## src/rtl/ps2_kbd_rx.sv

```systemverilog
// PS/2 keyboard receiver: deframes 11-bit frames, folds E0/F0 prefixes into flags and queues key events.
// Events land in a show-ahead FIFO two cycles after the stop-bit edge; events are dropped when the FIFO is full.
module ps2_kbd_rx #(
    parameter int FIFO_BITS = 2,
    parameter int TIMEOUT   = 20000
) (
    input  logic       clk,
    input  logic       reset,
    input  logic       ps2_clk_in,
    input  logic       ps2_data_in,
    input  logic       rd,
    output logic       valid,
    output logic [7:0] dout,
    output logic       extended,
    output logic       released,
    output logic       frame_err,
    output logic       parity_err,
    output logic       overflow
);
    localparam int DEPTH = 2 ** FIFO_BITS;
    localparam int TW    = $clog2(TIMEOUT + 1);
    localparam logic [TW-1:0]      TMO_LAST = TW'(TIMEOUT - 1);
    localparam logic [FIFO_BITS:0] CNT_FULL = (FIFO_BITS + 1)'(DEPTH);

    typedef enum logic [1:0] {S_IDLE, S_DATA, S_PARITY, S_STOP} state_t;

    logic          ps2c_s1_q, ps2c_s2_q, ps2c_prev_q;
    logic          ps2d_s1_q, ps2d_s2_q;
    logic          fall;
    logic          bit_in;

    state_t        state_q;
    logic [2:0]    bitcnt_q;
    logic [7:0]    shift_q;
    logic          par_q;
    logic [TW-1:0] tmo_q;
    logic          ext_pend_q, rel_pend_q;
    logic          push_q;
    logic [9:0]    push_dat_q;
    logic          frame_err_q, parity_err_q;

    // Synchronizers reset to the idle-high line level so reset never fakes an edge.
    always_ff @(posedge clk) begin
        if (reset) begin
            ps2c_s1_q   <= 1'b1;
            ps2c_s2_q   <= 1'b1;
            ps2c_prev_q <= 1'b1;
            ps2d_s1_q   <= 1'b1;
            ps2d_s2_q   <= 1'b1;
        end else begin
            ps2c_s1_q   <= ps2_clk_in;
            ps2c_s2_q   <= ps2c_s1_q;
            ps2c_prev_q <= ps2c_s2_q;
            ps2d_s1_q   <= ps2_data_in;
            ps2d_s2_q   <= ps2d_s1_q;
        end
    end

    assign fall   = ps2c_prev_q & ~ps2c_s2_q;
    assign bit_in = ps2d_s2_q;

    always_ff @(posedge clk) begin
        if (reset) begin
            state_q      <= S_IDLE;
            bitcnt_q     <= '0;
            shift_q      <= '0;
            par_q        <= 1'b0;
            tmo_q        <= '0;
            ext_pend_q   <= 1'b0;
            rel_pend_q   <= 1'b0;
            push_q       <= 1'b0;
            push_dat_q   <= '0;
            frame_err_q  <= 1'b0;
            parity_err_q <= 1'b0;
        end else begin
            push_q       <= 1'b0;
            frame_err_q  <= 1'b0;
            parity_err_q <= 1'b0;
            if (state_q == S_IDLE) begin
                tmo_q <= '0;
                if (fall) begin
                    if (!bit_in) begin
                        state_q  <= S_DATA;
                        bitcnt_q <= '0;
                        shift_q  <= '0;
                    end else begin
                        frame_err_q <= 1'b1;
                        ext_pend_q  <= 1'b0;
                        rel_pend_q  <= 1'b0;
                    end
                end
            end else if (!fall) begin
                if (tmo_q == TMO_LAST) begin
                    state_q     <= S_IDLE;
                    tmo_q       <= '0;
                    frame_err_q <= 1'b1;
                    ext_pend_q  <= 1'b0;
                    rel_pend_q  <= 1'b0;
                end else begin
                    tmo_q <= tmo_q + TW'(1);
                end
            end else begin
                tmo_q <= '0;
                case (state_q)
                    S_DATA: begin
                        shift_q  <= {bit_in, shift_q[7:1]};
                        bitcnt_q <= bitcnt_q + 3'd1;
                        if (bitcnt_q == 3'd7) state_q <= S_PARITY;
                    end
                    S_PARITY: begin
                        par_q   <= bit_in;
                        state_q <= S_STOP;
                    end
                    default: begin
                        state_q <= S_IDLE;
                        if (!bit_in) begin
                            frame_err_q <= 1'b1;
                            ext_pend_q  <= 1'b0;
                            rel_pend_q  <= 1'b0;
                        end else if (!(^{shift_q, par_q})) begin
                            parity_err_q <= 1'b1;
                            ext_pend_q   <= 1'b0;
                            rel_pend_q   <= 1'b0;
                        end else if (shift_q == 8'hE0) begin
                            ext_pend_q <= 1'b1;
                        end else if (shift_q == 8'hF0) begin
                            rel_pend_q <= 1'b1;
                        end else begin
                            push_q     <= 1'b1;
                            push_dat_q <= {ext_pend_q, rel_pend_q, shift_q};
                            ext_pend_q <= 1'b0;
                            rel_pend_q <= 1'b0;
                        end
                    end
                endcase
            end
        end
    end

    logic [9:0]           mem_q [DEPTH];
    logic [FIFO_BITS-1:0] wptr_q, wptr_d, rptr_q, rptr_d;
    logic [FIFO_BITS:0]   cnt_q, cnt_d;
    logic                 ovf_q, ovf_d;
    logic                 rd_en, wr_en, full;
    logic [9:0]           head;

    // A pop frees the slot in the same cycle, so a push into a full FIFO with rd still lands.
    always_comb begin
        full   = (cnt_q == CNT_FULL);
        rd_en  = rd && (cnt_q != '0);
        wr_en  = push_q && (!full || rd_en);
        cnt_d  = cnt_q;
        if (wr_en && !rd_en) cnt_d = cnt_q + 1'b1;
        else if (!wr_en && rd_en) cnt_d = cnt_q - 1'b1;
        wptr_d = wr_en ? wptr_q + 1'b1 : wptr_q;
        rptr_d = rd_en ? rptr_q + 1'b1 : rptr_q;
        ovf_d  = ovf_q | (push_q && full && !rd_en);
    end

    always_ff @(posedge clk) begin
        if (reset) begin
            wptr_q <= '0;
            rptr_q <= '0;
            cnt_q  <= '0;
            ovf_q  <= 1'b0;
        end else begin
            wptr_q <= wptr_d;
            rptr_q <= rptr_d;
            cnt_q  <= cnt_d;
            ovf_q  <= ovf_d;
        end
    end

    always_ff @(posedge clk) begin
        if (wr_en) mem_q[wptr_q] <= push_dat_q;
    end

    assign head       = mem_q[rptr_q];
    assign valid      = (cnt_q != '0);
    assign dout       = valid ? head[7:0] : 8'h00;
    assign extended   = valid & head[9];
    assign released   = valid & head[8];
    assign frame_err  = frame_err_q;
    assign parity_err = parity_err_q;
    assign overflow   = ovf_q;
endmodule

```

## config.mk

```make
export PLATFORM = sky130hd
export DESIGN_NAME = ps2_kbd_rx
export DESIGN_NICKNAME = d
export VERILOG_FILES = /design/src/rtl/ps2_kbd_rx.sv
export SDC_FILE = /design/constraint.sdc
export NUM_CORES = 1
export LEC_CHECK = 0
export CELL_PAD_IN_SITES_DETAIL_PLACEMENT = 1
export CELL_PAD_IN_SITES_GLOBAL_PLACEMENT = 2
export CORE_MARGIN = 3
export CORE_UTILIZATION = 30
export DETAILED_ROUTE_END_ITERATION = 8
export PLACE_DENSITY = 0.67
export SLEW_MARGIN = 20
export SYNTH_ARGS = -nofsm -noshare
export SYNTH_HDL_FRONTEND = slang
export SYNTH_SLANG_ARGS = --single-unit
```

## constraint.sdc

```tcl
create_clock -name clk -period 3 [get_ports clk]
set_input_delay 0.75 -clock clk [delete_from_list [all_inputs] [get_ports clk]]
set_output_delay 0.75 -clock clk [all_outputs]
set_load 0.02 [all_outputs]
```

==> results of run 1 <==
## what timing repair did
| action | CTS | global route |
|---|---|---|
| endpoints found under the hold margin | 0 | 0 |
| endpoints found under the setup margin | 0 | 1 |
| resized for setup | 0 | 1 |
## power breakdown
part,switching [mW],internal [mW]
sequential,0.0335,1.42
clock,0.515,0.619
combinational,0.171,0.136
total,0.720,2.18
## how the worst max path moves through the flow
| stage | from | endpoint | slack [ns] |
|---|---|---|---|
| after detailed placement | rd | cnt_q[2] | 0.13 |
| final | flip-flop | released | 0.16 |
| after CTS | flip-flop | released | 0.07 |
| after global routing | flip-flop | released | 0.05 |
| after global placement | rd | cnt_q[2] | 0.23 |
| after floorplan | rd | cnt_q[2] | 0.61 |
## area by class of cell
class                      instances  area, µm²  share of cell area
sequential                        99       2380               0.493
multi-input combinational        224       1650               0.340
timing repair buffer              27        251              0.0520
clock buffer                      10        250              0.0518
tap                              176        220              0.0455
clock inverter                     6       43.8             0.00906
inverter                          11       41.3             0.00854
## per-layer routing
layer	vias up	part of all wire	routed length, µm
met5	-	0	0
met3	11	0.042	325
met2	34	0.48	3720
met1	1219	0.46	3550
li1	1270	-	-
met4	0	0.017	131
## metrics by stage
step	utilization	setup WS, ns	total power [mW]	cells
6_report	0.362	0.164	2.90	553
5_1_grt	0.362	0.0470	3.06	553
4_1_cts	0.362	0.0696	2.98	553
3_5_place_dp	0.340	0.132	1.80	537
3_3_place_gp	0.340	0.234	1.79	537
2_1_floorplan	-	0.612	1.70	348
## kinds of logic (layout without fill, tap and decap cells)
group / count (synthesis) / count (layout)
flops: 99 / 99
simple gates: 131 / 131
fa+ha+maj: 14 / 14
xor+xnor: 26 / 26
mux: 22 / 22
buf+inv: 25 / 54
compound gates: 31 / 31
## worst reg2reg max path, stage by stage (launching register included)
cell and delay [ns]:
dfxtp_1 0.36, or3_1 0.57, nand2_1 0.19, ha_1 0.20
inv_1 0.06, fa_1 0.37, xor2_1 0.17, or3_1 0.30
a21oi_1 0.16
## cells in the final DEF, fill, tap and decap left out, drive strengths merged, types with 3 or more instances in the layout
cell and instances:
mux2i 11, o21ai 4, xor2 14, clkinv 4, and2 15, edfxtp 40, nor2b 3, a211oi 3
and4 3, or2 6, inv 13, mux4 10, nor2 47, buf 9, a22oi 10, xnor2 11
a21oi 6, nand2 25, clkdlybuf4s50 18, nand3 13, clkbuf 10, ha 13, nor3 4, dfxtp 59
## flip-flops by register name, summed over array words and instances (netlist names), 2 cells and up, named ones only
name	cells
rptr_q	2
state_q	2
cnt_q	3
wptr_q	2
tmo_q	15
mem_q	40
bitcnt_q	3
push_dat_q	10
shift_q	8
==> flow_summary.json, run 1 <==
{
  "post_cts_buffers": 0,
  "endpoint_kind": "output port",
  "clk_pin_slew_ns": 0.07,
  "grt_util_met3": 0.0444,
  "fin_crit_ns": 2.84,
  "antenna_found_initial": 0,
  "r2r_slack_ns": 0.55,
  "grtUsageTotal": 0.115,
  "synth.avg_cell_area_um2": 11.9,
  "holdBufCountCts": 0,
  "grt_max_degree": 26,
  "cts_tree": "yes",
  "gr-total-overflow": 0,
  "dieHeight_um": 123,
  "fmax_mhz": 353,
  "min_path_type": "flip-flop to flip-flop",
  "clk_latency_ns": 0.35,
  "r2r-start": "cnt_q[0]",
  "synth_fa_ha_area_frac": 0.0442,
  "crit_arrival_ns": 2.09,
  "grt_util_met2": 0.190,
  "hold_end": "bit_in",
  "syn-instance-count": 348,
  "crit_slowest_cell": "clkdlybuf4s50_1",
  "routed_wl_um": 7730,
  "wl_per_cell_um": 14.0,
  "dpl_cell_area_um2": 4540,
  "slew_headroom": 0.570,
  "synth_most_common_cell": "dfxtp_1",
  "drv_cap": 0,
  "cts_buffers": 9,
  "fp.coreArea_um2": 13300,
  "synth_edf_count": 40,
  "ys_types": 45,
  "cts.path.max_buffers": 2,
  "power_density_nw_per_um2": 599,
  "synthSimpleGateAreaFrac": 0.155,
  "vdd_ir_drop_max_mv": 0.295,
  "stdcell_area_um2": 4830,
  "hold_violations": 0,
  "antenna_cells": 0,
  "synth-compound-area-share": 0.0530,
  "setup_violations": 0,
  "htreeDepth": 3,
  "cts.sinks": 99,
  "fin_skew_ns": 0.00402,
  "critPathMaxStageDelay_ns": 0.53,
  "synthMuxAreaShare": 0.0839,
  "worst_pin_slew_ns": 0.644,
  "grt_pass1_wl_um": 13200,
  "busiest_layer": "met2",
  "hold_depth": 1,
  "ys_seq_area_frac": 0.577,
  "initial_utilization": 0.309,
  "hold_ws_ns": 0.416,
  "slew_viol_final": 0,
  "yosys-top-cells-count": "dfxtp_1, nor2_1, edfxtp_1",
  "num_io_pins": 19,
  "cp.required_ns": 2.25,
  "gp_congestion": 0.697,
  "yosys.area_share.xor_xnor": 0.0624,
  "dieWidth_um": 123,
  "fin_crit_sh": 0.945,
  "path_cells": "buf_6 > mux4_2 > and2_1 > clkdlybuf4s50_1",
  "timing.rr.end": "cnt_q[2]",
  "fin_nets": 391,
  "p_leak_nw": 1.74,
  "hpwl_um": 5300,
  "placementRows": 42,
  "ys_warn_count": 0,
  "drc": 0,
  "synthTopCellsByArea": "edfxtp_1, dfxtp_1, mux4_2",
  "cp_max_fo": 10,
  "syn-num-nets": 367,
  "drive_above_1_share": 0.119,
  "ant_nets": 0,
  "viasPerCell": 4.58,
  "reg2regPathDepth": 8,
  "holdCritStartpoint": "ps2d_s1_q",
  "start_kind": "flip-flop",
  "cts_root_buf": "clkbuf_16",
  "fill_cells": 1481,
  "synth_top_family_by_area": "simple AND/OR/NAND/NOR gates",
  "die_area_um2": 15200,
  "ys_seq_elements": 99,
  "critPathBufInv": 2,
  "outcome": "complete, no violations",
  "yosys_most_used_dff": "dfxtp_1",
  "synthArstFlopShare": 0,
  "dr.pass1.iters": 5,
  "vias": 2534,
  "drt_iter0_drc": 152,
  "setup_tns_ns": 0,
  "grt_pass1_vias": 2716,
  "synth_area_um2": 4130,
  "critical_path_class": "flip-flop to output port",
  "yosysTopAreaCell": "edfxtp_1",
  "path_depth": 4,
  "timing.critical_path.max_delay_family": "buffers and inverters",
  "syn2layout_area_growth_pct": 17.1,
  "grt_use_met1": 0.135,
  "synth_top_area_share": 0.291,
  "port_buffers": 18,
  "rsz0062_at_grt": "no"
}
Note: power is estimated with default switching activity, not from simulation.
==> run 2, diff against run 1 <==
--- a/config.mk
+++ b/config.mk
@@ -8,9 +8,9 @@
 export CELL_PAD_IN_SITES_DETAIL_PLACEMENT = 1
 export CELL_PAD_IN_SITES_GLOBAL_PLACEMENT = 2
 export CORE_MARGIN = 3
-export CORE_UTILIZATION = 30
+export CORE_UTILIZATION = 41
 export DETAILED_ROUTE_END_ITERATION = 8
-export PLACE_DENSITY = 0.67
+export PLACE_DENSITY = 0.85
 export SLEW_MARGIN = 20
 export SYNTH_ARGS = -nofsm -noshare
 export SYNTH_HDL_FRONTEND = slang
==> run 2 against run 1 <==
Sequential share of layout area grew 2.2 points. Routed wire length is 3.3% lower. Sequential power about the same. Critical endpoint unchanged.
==> flow_summary.json, run 2 (same netlist as run 1, synthesis figures left out) <==
{
  "power.share.sequential": 0.574,
  "post_cts_buffers": 0,
  "setup_violations": 0,
  "largest_registers": "mem_q x40, tmo_q x15, push_dat_q x10",
  "cp_max_fo": 10,
  "gp_congestion": 0.746,
  "dieWidth_um": 106,
  "die_area_um2": 11300,
  "grtUsageTotal": 0.144,
  "largest_register_ffs": 40,
  "post-route-util": 0.487,
  "dpl_cell_area_um2": 4450,
  "fp.coreArea_um2": 9500,
  "drt_iter0_drc": 46,
  "fin_skew_ns": 0.00834,
  "path_cells": "buf_6 > mux4_2 > and2_1 > clkdlybuf4s50_1",
  "fill_cells": 1032,
  "comb_power_share": 0.120,
  "stdcell_count": 502,
  "gr-total-overflow": 0,
  "place_ws_ns": 0.0896,
  "num_io_pins": 19,
  "endpoint_kind": "output port",
  "fin_nets": 387,
  "cp.required_ns": 2.25,
  "crit_slowest_cell": "mux4_2",
  "grt_pass1_wl_um": 12900,
  "port_buffers": 18,
  "final_common_cell": "dfxtp_1",
  "regMostFlops": "mem_q",
  "cts_buffers": 9,
  "fin_crit_ns": 2.87,
  "power_density_nw_per_um2": 548,
  "p_total_mw": 2.54,
  "critPathBufInv": 2,
  "switching_share": 0.263,
  "dieHeight_um": 106,
  "outcome": "complete, no violations",
  "p_switching_mw": 0.669,
  "p_leak_nw": 1.65,
  "setup_tns_ns": 0,
  "start_kind": "flip-flop",
  "timing.critical_path.max_delay_family": "buffers and inverters",
  "drive_above_1_share": 0.110,
  "initial_utilization": 0.434,
  "clk_latency_ns": 0.36,
  "routed_wl_um": 7470,
  "finalWorstSetupSlack_ns": 0.126,
  "wl_per_cell_um": 14.9,
  "vias": 2553,
  "min_path_type": "flip-flop to flip-flop",
  "critPathMaxStageDelay_ns": 0.53,
  "vdd_ir_drop_max_mv": 0.238,
  "ant_nets": 0,
  "crit_arrival_ns": 2.12,
  "antenna_found_initial": 0,
  "cts_tree": "yes",
  "clk_pin_slew_ns": 0.10,
  "hpwl_um": 5430,
  "drc": 0,
  "slew_headroom": 0.567,
  "worst_pin_slew_ns": 0.648,
  "grt_max_degree": 32,
  "antenna_cells": 0,
  "syn2layout_area_growth_pct": 12.1,
  "dr.pass1.iters": 4,
  "placementRows": 35,
  "drv_cap": 0,
  "stdcell_area_um2": 4630,
  "fmax_mhz": 348,
  "hold_violations": 0,
  "htreeDepth": 3,
  "fin_crit_sh": 0.958,
  "rsz0062_at_grt": "no",
  "viasPerCell": 5.09,
  "cts.sinks": 99,
  "post-place-cells": 486,
  "slew_viol_final": 0,
  "layout_common_cells": "dfxtp_1, nor2_1, edfxtp_1",
  "cts.path.max_buffers": 2,
  "clkPwrFrac": 0.306,
  "critical_path_class": "flip-flop to output port",
  "hold_ws_ns": 0.417,
  "internal_power_mw": 1.87,
  "cts_root_buf": "clkbuf_8",
  "grt_pass1_vias": 2638
}
==> run 2: cell types whose count changed in the layout (fill, tap and decap cells not counted), sizes merged <==
cell / change
inv: -1
clkinvlp: +3
buf: -4
clkinv: -2
==> run 2: worst paths after layout <==
path | endpoint | slack [ns] | cells past startpoint | from
worst max-delay path | released | 0.13 | 4 | flip-flop
worst min register to register | bit_in | 0.42 | 1 | ps2d_s1_q
worst min-delay path | bit_in | 0.42 | 1 | ps2d_s1_q
worst max register to register | cnt_q[2] | 0.59 | 8 | cnt_q[0]
==> run 2: what timing repair did <==
| action | CTS | global route |
|---|---|---|
| endpoints found under the hold margin | 0 | 0 |
| endpoints found under the setup margin | 0 | 8 |
| resized for setup | 0 | 1 |
| hold buffers | 0 | 0 |
==> run 2: routing by layer <==
layer	up-vias	share of wire	track usage	routed length (µm)
met3	7	0.032	0.0383	236
li1	1263	-	-	-
met1	1250	0.44	0.170	3310
met2	33	0.51	0.258	3850
met5	-	0	0	0
met4	0	0.0099	0.0416	74
==> run 2: final cells by class <==
| cell class | count | area [µm²] | area share |
|---|---|---|---|
| sequential | 99 | 2380 | 0.515 |
| clock inverter | 6 | 50.0 | 0.0108 |
| inverter | 11 | 41.3 | 0.00892 |
| multi-input combinational | 224 | 1650 | 0.355 |
| clock buffer | 10 | 128 | 0.0276 |
| tap | 129 | 161 | 0.0349 |
| timing repair buffer | 23 | 221 | 0.0478 |
==> run 2: power groups by stage <==
stage	combinational, mW	clock [mW]	sequential [mW]
6_report	0.305	0.777	1.46
3_5_place_dp	0.313	0	1.49
4_1_cts	0.313	0.807	1.46
2_1_floorplan	0.222	0	1.47
3_3_place_gp	0.302	0	1.48
5_1_grt	0.351	0.854	1.46
==> run 3, diff against run 2 <==
--- a/config.mk
+++ b/config.mk
@@ -5,11 +5,13 @@
 export SDC_FILE = /design/constraint.sdc
 export NUM_CORES = 1
 export LEC_CHECK = 0
+export ABC_AREA = 1
 export CELL_PAD_IN_SITES_DETAIL_PLACEMENT = 1
 export CELL_PAD_IN_SITES_GLOBAL_PLACEMENT = 2
 export CORE_MARGIN = 3
-export CORE_UTILIZATION = 41
+export CORE_UTILIZATION = 37
 export DETAILED_ROUTE_END_ITERATION = 8
+export GPL_ROUTABILITY_DRIVEN = 0
 export PLACE_DENSITY = 0.85
 export SLEW_MARGIN = 20
 export SYNTH_ARGS = -nofsm -noshare
==> run 3 against run 2 <==
Clock power grew 42%. Count of clock-buffer cells in the layout is the same. Critical path depth grew 2. Critical endpoint is now dout[6]. Largest cell class unchanged. Highest routed layer unchanged.
==> flow_summary.json, run 3 <==
{
  "grt_pass1_wl_um": 15700,
  "num_io_pins": 19,
  "wl_per_cell_um": 13.9,
  "setup_tns_ns": 0,
  "dieHeight_um": 113,
  "largest_register_ffs": 40,
  "post_cts_buffers": 0,
  "fin_crit_sh": 0.950,
  "dieWidth_um": 113,
  "ys_seq_area_frac": 0.565,
  "largest_registers": "mem_q x40, tmo_q x15, push_dat_q x10",
  "synth_area_um2": 4210,
  "start_kind": "flip-flop",
  "htreeDepth": 3,
  "ant_nets": 0,
  "cp_max_fo": 20,
  "critical_path_class": "flip-flop to output port",
  "vias": 3167,
  "viasPerCell": 4.90,
  "fill_cells": 1296,
  "drc": 0,
  "grtUsageTotal": 0.154,
  "initial_utilization": 0.384,
  "cts.sinks": 99,
  "drv_cap": 0,
  "fin_nets": 520,
  "synth_edf_count": 40,
  "hold_violations": 0,
  "synth.avg_cell_area_um2": 8.82,
  "antenna_cells": 0,
  "yosysTopAreaCell": "edfxtp_1",
  "synth_top_area_share": 0.285,
  "routed_wl_um": 9000,
  "placementRows": 38,
  "synthArstFlopShare": 0,
  "slew_headroom": 0.679,
  "fin_crit_ns": 2.85,
  "crit_arrival_ns": 2.10,
  "clk_pin_slew_ns": 0.07,
  "setup_violations": 0,
  "syn2layout_area_growth_pct": 15.3,
  "synthTopCellsByArea": "edfxtp_1, dfxtp_1, nand2_1",
  "worst_pin_slew_ns": 0.480,
  "yosys_most_used_dff": "dfxtp_1",
  "antenna_found_initial": 0,
  "ys_seq_elements": 99,
  "regMostFlops": "mem_q",
  "slew_viol_final": 0,
  "cts.path.max_buffers": 2,
  "cts_tree": "yes",
  "clk_latency_ns": 0.34,
  "post-route-util": 0.442,
  "drt_iter0_drc": 129,
  "fmax_mhz": 351,
  "p_leak_nw": 1.79,
  "fp.coreArea_um2": 11000,
  "grt_pass1_vias": 3286,
  "ys_types": 33,
  "gr-total-overflow": 0,
  "hpwl_um": 6610,
  "yosys-top-cells-count": "nand2_1, nor2_1, dfxtp_1",
  "layout_common_cells": "nor2_1, nand2_1, dfxtp_1",
  "min_path_type": "flip-flop to flip-flop",
  "endpoint_kind": "output port",
  "port_buffers": 18,
  "outcome": "complete, no violations",
  "power_density_nw_per_um2": 643,
  "ys_warn_count": 0,
  "syn-num-nets": 497,
  "rsz0062_at_grt": "no",
  "cp.required_ns": 2.25,
  "die_area_um2": 12700,
  "vdd_ir_drop_max_mv": 0.274,
  "dr.pass1.iters": 4,
  "syn-instance-count": 478,
  "grt_max_degree": 25,
  "cts_root_buf": "clkbuf_16",
  "fin_skew_ns": 0.00726,
  "drive_above_1_share": 0.0830,
  "cts_buffers": 9
}
[run 3: cell type report]
cell class / instances / area, µm² / area share
well taps: 140 / 175 / 0.0360
flip-flops and latches: 99 / 2380 / 0.490
clock inverters: 6 / 46.3 / 0.00953
clock buffers: 10 / 239 / 0.0492
repair buffers: 26 / 240 / 0.0494
multi-input cells: 311 / 1570 / 0.322
inverters: 54 / 210 / 0.0433
[run 3: final timing paths]
path                            slack [ns]  cells after the start        to  startpoint
worst max register to register        0.54                     12  cnt_q[2]    cnt_q[0]
worst max-delay path                  0.15                      6   dout[6]   flip-flop
worst min-delay path                  0.42                      1    bit_in   ps2d_s1_q
worst min register to register        0.42                      1    bit_in   ps2d_s1_q
[run 3: power by group]
| part | total [mW] | internal, mW | switching [mW] |
|---|---|---|---|
| Clock | 1.10 | 0.592 | 0.505 |
| Sequential | 1.44 | 1.42 | 0.0268 |
| Combinational | 0.582 | 0.226 | 0.356 |
| Total | 3.12 | 2.24 | 0.888 |
[run 3: through the flow]
stage	instances	total power, mW	hold slack [ns]	setup WS [ns]	cell area (µm²)
floorplan	478	1.81	0.389	0.870	4210
global placement	630	2.05	0.392	0.301	4570
detailed placement	630	2.06	0.400	0.274	4570
CTS	646	3.17	0.419	0.0707	4850
global route	646	3.31	0.426	0.0133	4860
finish	646	3.12	0.416	0.149	4860
[run 3: cells by family (layout without fill, tap and decap cells)]
kind of cell / Yosys count / in the layout / synth area share
AND/OR/NAND/NOR: 195 / 195 / 0.197
flip-flops: 99 / 99 / 0.565
AO/OA/AOI/OAI: 97 / 97 / 0.121
buffers and inverters: 68 / 96 / 0.0629
adder cells (fa/ha/maj): 14 / 14 / 0.0434
XOR/XNOR: 5 / 5 / 0.0104
[run 3: timing repair]
item / CTS / global route
gates resized for setup: 0 / 2
setup endpoints to repair: 0 / 9
hold buffers: 0 / 0
hold endpoints to repair: 0 / 0
[run 3: per-layer routing]
| metal | vias up | routed length (µm) | global-route usage |
|---|---|---|---|
| met5 | - | 0 | 0 |
| met4 | 0 | 141 | 0.0593 |
| met3 | 8 | 199 | 0.0358 |
| met2 | 26 | 4570 | 0.264 |
| met1 | 1518 | 4090 | 0.189 |
| li1 | 1615 | - | - |
[run 3: worst max-delay path, cell delays in order, from the launching register on]
cell and delay [ns]:
dfxtp_1 0.38, buf_4 0.27, nor2_1 0.07, nor2_1 0.12, o21ai_0 0.12, a21oi_1 0.17
clkdlybuf4s50_1 0.63
